## config.mk

```make
export PLATFORM = sky130hd
export DESIGN_NAME = voice_allocator
export DESIGN_NICKNAME = d
export VERILOG_FILES = /design/src/rtl/voice_alloc_pkg.sv /design/src/rtl/voice_alloc_pick.sv /design/src/rtl/voice_allocator.sv
export SDC_FILE = /design/constraint.sdc
export NUM_CORES = 1
export LEC_CHECK = 0
export CORE_MARGIN = 8
export CORE_UTILIZATION = 35
export CTS_BUF_LIST = sky130_fd_sc_hd__clkbuf_8 sky130_fd_sc_hd__clkbuf_16
export DETAILED_ROUTE_END_ITERATION = 7
export PLACE_DENSITY = 0.5
export SLEW_MARGIN = 20
export SYNTH_ARGS = -nofsm -noshare
export SYNTH_HDL_FRONTEND = slang
export SYNTH_SLANG_ARGS = --single-unit
```

## constraint.sdc

```tcl
create_clock -name CLOCK_25 -period 12.98 [get_ports CLOCK_25]
set_clock_uncertainty 0.15 [all_clocks]
set_input_delay 1.298 -clock CLOCK_25 [delete_from_list [all_inputs] [get_ports CLOCK_25]]
set_output_delay 1.298 -clock CLOCK_25 [all_outputs]
set_load 0.02 [all_outputs]
```

## src/rtl/voice_alloc_pkg.sv

```systemverilog
// Shared encodings for the voice allocator: command opcodes, empty-slot marker, FSM states.
package voice_alloc_pkg;
   localparam logic [1:0] OP_NOTE_ON  = 2'd0;
   localparam logic [1:0] OP_NOTE_OFF = 2'd1;
   localparam logic [1:0] OP_ALL_OFF  = 2'd2;
   localparam logic [7:0] KEY_NONE    = 8'hFF;

   typedef enum logic [1:0] {IDLE, SCAN, COMMIT} state_t;
endpackage

```

## src/rtl/voice_alloc_pick.sv

```systemverilog
// voice_pick: combinational selector returning the oldest masked voice, ties to the lowest index.
module voice_pick #(
   parameter int VOICES  = 8,
   parameter int V_WIDTH = 3
) (
   input  logic [VOICES-1:0]              mask,
   input  logic [VOICES-1:0][V_WIDTH-1:0] ages,
   output logic [V_WIDTH-1:0]             idx,
   output logic                           found
);
   logic [V_WIDTH-1:0] best;

   // Strict greater-than keeps the first (lowest) index on equal ages.
   always_comb begin
      idx   = '0;
      found = 1'b0;
      best  = '0;
      for (int i = 0; i < VOICES; i++) begin
         if (mask[i] && (!found || ages[i] > best)) begin
            idx   = V_WIDTH'(i);
            found = 1'b1;
            best  = ages[i];
         end
      end
   end
endmodule

```

## src/rtl/voice_allocator.sv

```systemverilog
// Voice allocator: free -> oldest-released -> oldest-held (steal) assignment with per-voice gates.
// Optional build macro VOICE_ALLOC_RETRIGGER_EN: NOTE_ON of an already gated key reuses that voice.
module voice_allocator
   import voice_alloc_pkg::*;
#(
   parameter int VOICES  = 8,
   parameter int V_WIDTH = 3
) (
   input  logic               CLOCK_25,
   input  logic               iRST_N,
   input  logic               cmd_valid,
   output logic               cmd_ready,
   input  logic [1:0]         cmd_op,
   input  logic [6:0]         cmd_key,
   input  logic [6:0]         cmd_vel,
   input  logic [VOICES-1:0]  voice_free,
   output logic [VOICES-1:0]  keys_on,
   output logic               ev_on,
   output logic               ev_off,
   output logic [V_WIDTH-1:0] ev_voice,
   output logic [7:0]         ev_key,
   output logic [7:0]         ev_vel,
   output logic               ev_steal,
   output logic               off_miss,
   output logic [V_WIDTH:0]   active_keys
);
   state_t state_q, state_d;

   logic [1:0] op_p0;
   logic [6:0] key_p0, vel_p0;

   logic [VOICES-1:0][7:0]         slot;
   logic [VOICES-1:0][V_WIDTH-1:0] age;

   logic [V_WIDTH-1:0] free_idx, match_idx, rel_idx, old_idx;
   logic               free_found, match_found, rel_found, old_found;

   logic [V_WIDTH-1:0] free_idx_p1, match_idx_p1, rel_idx_p1, old_idx_p1;
   logic               free_found_p1, match_found_p1, rel_found_p1, old_found_p1;

   logic [V_WIDTH-1:0] tgt;
   logic               steal, retrig;

   function automatic logic [V_WIDTH-1:0] sat_inc(input logic [V_WIDTH-1:0] a);
      return (&a) ? a : a + 1'b1;
   endfunction

   always_ff @(posedge CLOCK_25 or negedge iRST_N) begin
      if (!iRST_N) state_q <= IDLE;
      else         state_q <= state_d;
   end

   always_comb begin
      state_d   = state_q;
      cmd_ready = 1'b0;
      case (state_q)
         IDLE: begin
            cmd_ready = 1'b1;
            if (cmd_valid && (cmd_op == OP_NOTE_ON || cmd_op == OP_NOTE_OFF))
               state_d = SCAN;
         end
         SCAN:    state_d = COMMIT;
         COMMIT:  state_d = IDLE;
         default: state_d = IDLE;
      endcase
   end

   always_comb begin
      free_idx    = '0;
      free_found  = 1'b0;
      match_idx   = '0;
      match_found = 1'b0;
      for (int i = 0; i < VOICES; i++) begin
         if (!free_found && voice_free[i] && !keys_on[i]) begin
            free_idx   = V_WIDTH'(i);
            free_found = 1'b1;
         end
         if (!match_found && keys_on[i] && slot[i] == {1'b0, key_p0}) begin
            match_idx   = V_WIDTH'(i);
            match_found = 1'b1;
         end
      end
   end

   voice_pick #(.VOICES(VOICES), .V_WIDTH(V_WIDTH)) u_pick_rel (
      .mask(~keys_on), .ages(age), .idx(rel_idx), .found(rel_found)
   );

   voice_pick #(.VOICES(VOICES), .V_WIDTH(V_WIDTH)) u_pick_old (
      .mask(keys_on), .ages(age), .idx(old_idx), .found(old_found)
   );

   always_comb begin
      tgt    = '0;
      steal  = 1'b0;
      retrig = 1'b0;
      if (free_found_p1)     tgt = free_idx_p1;
      else if (rel_found_p1) tgt = rel_idx_p1;
      else if (old_found_p1) begin
         tgt   = old_idx_p1;
         steal = 1'b1;
      end
`ifdef VOICE_ALLOC_RETRIGGER_EN
      if (match_found_p1) begin
         tgt    = match_idx_p1;
         steal  = 1'b0;
         retrig = 1'b1;
      end
`endif
   end

   always_ff @(posedge CLOCK_25 or negedge iRST_N) begin
      if (!iRST_N) begin
         op_p0          <= '0;
         key_p0         <= '0;
         vel_p0         <= '0;
         keys_on        <= '0;
         slot           <= {VOICES{KEY_NONE}};
         age            <= '0;
         active_keys    <= '0;
         free_idx_p1    <= '0;
         match_idx_p1   <= '0;
         rel_idx_p1     <= '0;
         old_idx_p1     <= '0;
         free_found_p1  <= 1'b0;
         match_found_p1 <= 1'b0;
         rel_found_p1   <= 1'b0;
         old_found_p1   <= 1'b0;
         ev_on          <= 1'b0;
         ev_off         <= 1'b0;
         ev_steal       <= 1'b0;
         off_miss       <= 1'b0;
         ev_voice       <= '0;
         ev_key         <= KEY_NONE;
         ev_vel         <= '0;
      end else begin
         ev_on    <= 1'b0;
         ev_off   <= 1'b0;
         ev_steal <= 1'b0;
         off_miss <= 1'b0;
         ev_voice <= '0;
         ev_key   <= KEY_NONE;
         ev_vel   <= '0;
         case (state_q)
            // p0: latch the command; ALL_OFF finishes here
            IDLE: begin
               if (cmd_valid) begin
                  op_p0  <= cmd_op;
                  key_p0 <= cmd_key;
                  vel_p0 <= cmd_vel;
                  if (cmd_op == OP_ALL_OFF) begin
                     keys_on     <= '0;
                     slot        <= {VOICES{KEY_NONE}};
                     active_keys <= '0;
                  end
               end
            end
            // p1: register search results; voice_free is only looked at here
            SCAN: begin
               free_idx_p1    <= free_idx;
               free_found_p1  <= free_found;
               match_idx_p1   <= match_idx;
               match_found_p1 <= match_found;
               rel_idx_p1     <= rel_idx;
               rel_found_p1   <= rel_found;
               old_idx_p1     <= old_idx;
               old_found_p1   <= old_found;
            end
            // p2: apply the allocation and emit events
            COMMIT: begin
               if (op_p0 == OP_NOTE_ON) begin
                  for (int i = 0; i < VOICES; i++) begin
                     if (V_WIDTH'(i) == tgt) age[i] <= '0;
                     else if (keys_on[i])    age[i] <= sat_inc(age[i]);
                  end
                  keys_on[tgt] <= 1'b1;
                  slot[tgt]    <= {1'b0, key_p0};
                  if (!steal && !retrig) active_keys <= active_keys + 1'b1;
                  ev_on    <= 1'b1;
                  ev_steal <= steal;
                  ev_voice <= tgt;
                  ev_key   <= {1'b0, key_p0};
                  ev_vel   <= {1'b0, vel_p0};
               end else if (match_found_p1) begin
                  keys_on[match_idx_p1] <= 1'b0;
                  slot[match_idx_p1]    <= KEY_NONE;
                  active_keys           <= active_keys - 1'b1;
                  ev_off                <= 1'b1;
                  ev_voice              <= match_idx_p1;
               end else begin
                  off_miss <= 1'b1;
               end
            end
            default: ;
         endcase
      end
   end
endmodule

```

==> flow_summary_export.csv <==
group,metric,value,unit
clock_network,cts_resized,0,
power,p_leak,4.522,nW
drt,remaining_drc_errors,0,
grt,grt_first_pass_wirelength,45840,um
grt,grt_max_degree,98,
place,gp_congestion,0.8670,
synthesis,synthTopCellsByArea,"dfrtp_1, dfstp_2, ha_1",
clock_network,postCtsSetupBuffers,0,
flow_run,cap_viol_max_count,0,
clock_network,cts_hold_buf,0,
setup_path,end_kind,"flop",
floorplan,num_rows,60,
timing,setup_viol,0,
place,dp_hpwl,20530,um
layout,diodes,0,
synthesis,synth-seq-cells,156,
timing,slew_viol_final,0,
clock_network,cts_tree,"done",
setup_path,cp.arrival,10.82,ns
setup_path,timing.critical_path.buf_inv,1,
timing,worstMarginPinSlew,1.062,ns
setup_path,crit_type,"reg2reg",
timing,hold_viol_final,0,
synthesis,yosysTopAreaCell,"dfrtp_1",
floorplan,die_w,180.4,um
timing,fmax,0.09376,GHz
timing,setup_ws,2.314,ns
layout,fin_nets,1079,
clock_network,clock_sinks,156,
grt,antenna_found_initial,0,
synthesis,synth_edf_count,0,
drt,viasPerCell,5.623,
layout,drive_gt1_share,15.84,%
grt,grt_remaining_overflow,0,
floorplan,start_util,35.38,%
drt,drt_first_iter_violations,523,
floorplan,core_area,0.02673,sq mm
status,status,"completed",
timing,finalCritPeriodShare,82.17,%
synthesis,avgSynthCellArea,9.963,sq um
drt,finalWirelength,28990,um
synthesis,netlist_top_cells_count,"dfrtp_1, a21oi_1, dfstp_2",
drt,first_pass_iters,5,
floorplan,die_h,180.4,um
clock_network,cts_max_path_buffers,2,
drt,antenna_left,0,
place,port_buffers,61,
timing,setup_tns,0,ns
power,ir_drop,0.1345,mV
drt,vias,7563,
drt,wl_per_cell,21.55,um
setup_path,critical-path-top-delay-family,"compound AO/OA/AOI/OAI gates",
floorplan,dieArea,0.03253,sq mm
clock_network,htreeDepth,4,
synthesis,synthCells,949,
setup_path,required,13.13,ns
timing,slew_headroom,28.86,%
layout,fillers,2629,
timing,min_period,10.67,ns
synthesis,yosysUniqueCellTypes,76,
power,p_total,2.132,mW
setup_path,cp_max_fo,13,
power,power_density,195.4,mW/mm^2
layout,area_growth,15.39,%
synthesis,ys_seq_area_share,42.24,%
place,dp_slack,2.541,ns
grt,grt_pass1_vias,7649,
timing,rsz0062_at_grt,"false",
synthesis,yosysMostFrequentCell,"dfrtp_1",
clock_network,clock_latency,0.43,ns
clock_network,cts_inserted_buffers,17,
synthesis,synth.cell_area,0.009455,sq mm
setup_path,slowest_stage,"a21oi_1",
synthesis,yosysTopAreaCellShare,22.23,%
synthesis,yosysWarnings,0,
floorplan,ioPinCount,63,
layout,layoutNonFillerInstCount,1345,
synthesis,synthFlopType,"dfrtp_1",
place,dp.cells,1313,
grt,track_usage,18.01,%
synthesis,synth_fp_nets,1037,
clock_network,clockRootBuffer,"clkbuf_16",
synthesis,ys_async_sr_fraction,100.0,%
setup_path,crit_path_frequent_cell,"ha_1",
clock_network,clk_pin_slew,0.07,ns
setup_path,cp-start-kind,"flop",
setup_path,slowest_delay,0.67,ns
worst_hold_path,hold_class,"reg2reg",
[placed cells by master, fill, tap and decap left out, types with 12 or more instances in the layout]
| cell | synthesis | routed |
|---|---|---|
| dfrtp_1 | 84 | 84 |
| xor2_1 | 30 | 30 |
| o21a_1 | 13 | 13 |
| nor2b_1 | 20 | 18 |
| a22o_1 | 24 | 24 |
| nor3_1 | 19 | 18 |
| a22oi_1 | 12 | 12 |
| xnor2_1 | 28 | 28 |
| nand2_1 | 62 | 62 |
| or3_1 | 13 | 12 |
| a21o_1 | 12 | 12 |
| o21ai_0 | 31 | 31 |
| mux2_2 | 25 | 25 |
| a21oi_1 | 74 | 74 |
| inv_1 | 29 | 30 |
| clkbuf_16 | 0 | 17 |
| o2bb2ai_1 | 49 | 49 |
| nor2_1 | 58 | 57 |
| nand2b_1 | 14 | 14 |
| dfstp_2 | 72 | 72 |
| clkdlybuf4s50_1 | 0 | 60 |
| ha_1 | 60 | 60 |
[layout make-up]
cell class,count,area [sq um],share of cell area (%)
Tap cell,341,426.7,3.911
Clock buffer,19,452.9,4.151
Sequential cell,156,3994,36.61
Clock inverter,13,107.6,0.9862
Multi-Input combinational cell,715,5136,47.08
Timing Repair Buffer,68,664.4,6.089
Inverter,33,128.9,1.181
[cells by family after synthesis]
family / count (synthesis) / synth area share [%]
other: 1 / 0.03966
xor gates and xnor gates: 58 / 5.373
buffers and inverters: 78 / 3.586
and+or+nand+nor: 267 / 14.77
muxes: 25 / 2.977
DFF: 156 / 42.24
AOI/OAI and AO/OA: 303 / 22.87
adders and majority gates: 61 / 8.151
[report_power, final]
part	switching, mW	internal (mW)
registers	0.0648	0.541
clock network	0.229	0.260
logic	0.610	0.427
[final timing paths]
check / end / startpoint / depth (start not counted) / slack (ns)
worst max-delay path: rel_idx_p1[2] / keys_on[0] / 44 / 2.31
worst min-delay path: free_idx_p1[1] / free_idx_p1[1] / 2 / 0.33
worst max register to register: rel_idx_p1[2] / keys_on[0] / 44 / 2.31
worst min register to register: free_idx_p1[1] / free_idx_p1[1] / 2 / 0.33
max in group asynchronous: old_found_p1 / iRST_N / 2 / 10.52
min in group asynchronous: ev_vel[2] / iRST_N / 1 / 0.80
[worst min-delay path, stage by stage, from the launching register on]
cell	delay [ns]
dfrtp_1	0.35
nand2_1	0.05
o31ai_1	0.05
[registers in the layout (all words and copies together) (netlist names), 2 cells and up]
signal	flops
ev_vel	7
free_idx_p1	3
active_keys	4
vel_p0	7
keys_on	8
match_idx_p1	3
op_p0	2
rel_idx_p1	3
state_q	2
slot	64
ev_key	8
ev_voice	3
key_p0	7
age	24
old_idx_p1	3
[layer usage]
metal / wire length (um) / track usage (%) / part of all wire [%] / vias to the layer above
li1: - / - / - / 3618
met4: 618 / 5.589 / 2.1 / 0
met3: 917 / 2.581 / 3.2 / 41
met5: 0 / 0 / 0 / -
met2: 13660 / 29.56 / 47 / 159
met1: 13790 / 24.17 / 48 / 3745
[metrics by stage]
stage / area (sq um) / utilization [%] / hold slack [ns]
2_1_floorplan: 9455 / - / 0.2989
3_3_place_gp: 10350 / 38.72 / 0.3175
3_5_place_dp: 10350 / 38.72 / 0.3264
4_1_cts: 10910 / 40.81 / 0.3409
5_1_grt: 10910 / 40.82 / 0.3490
6_report: 10910 / 40.82 / 0.3338
(Power assumes the default switching activity.)
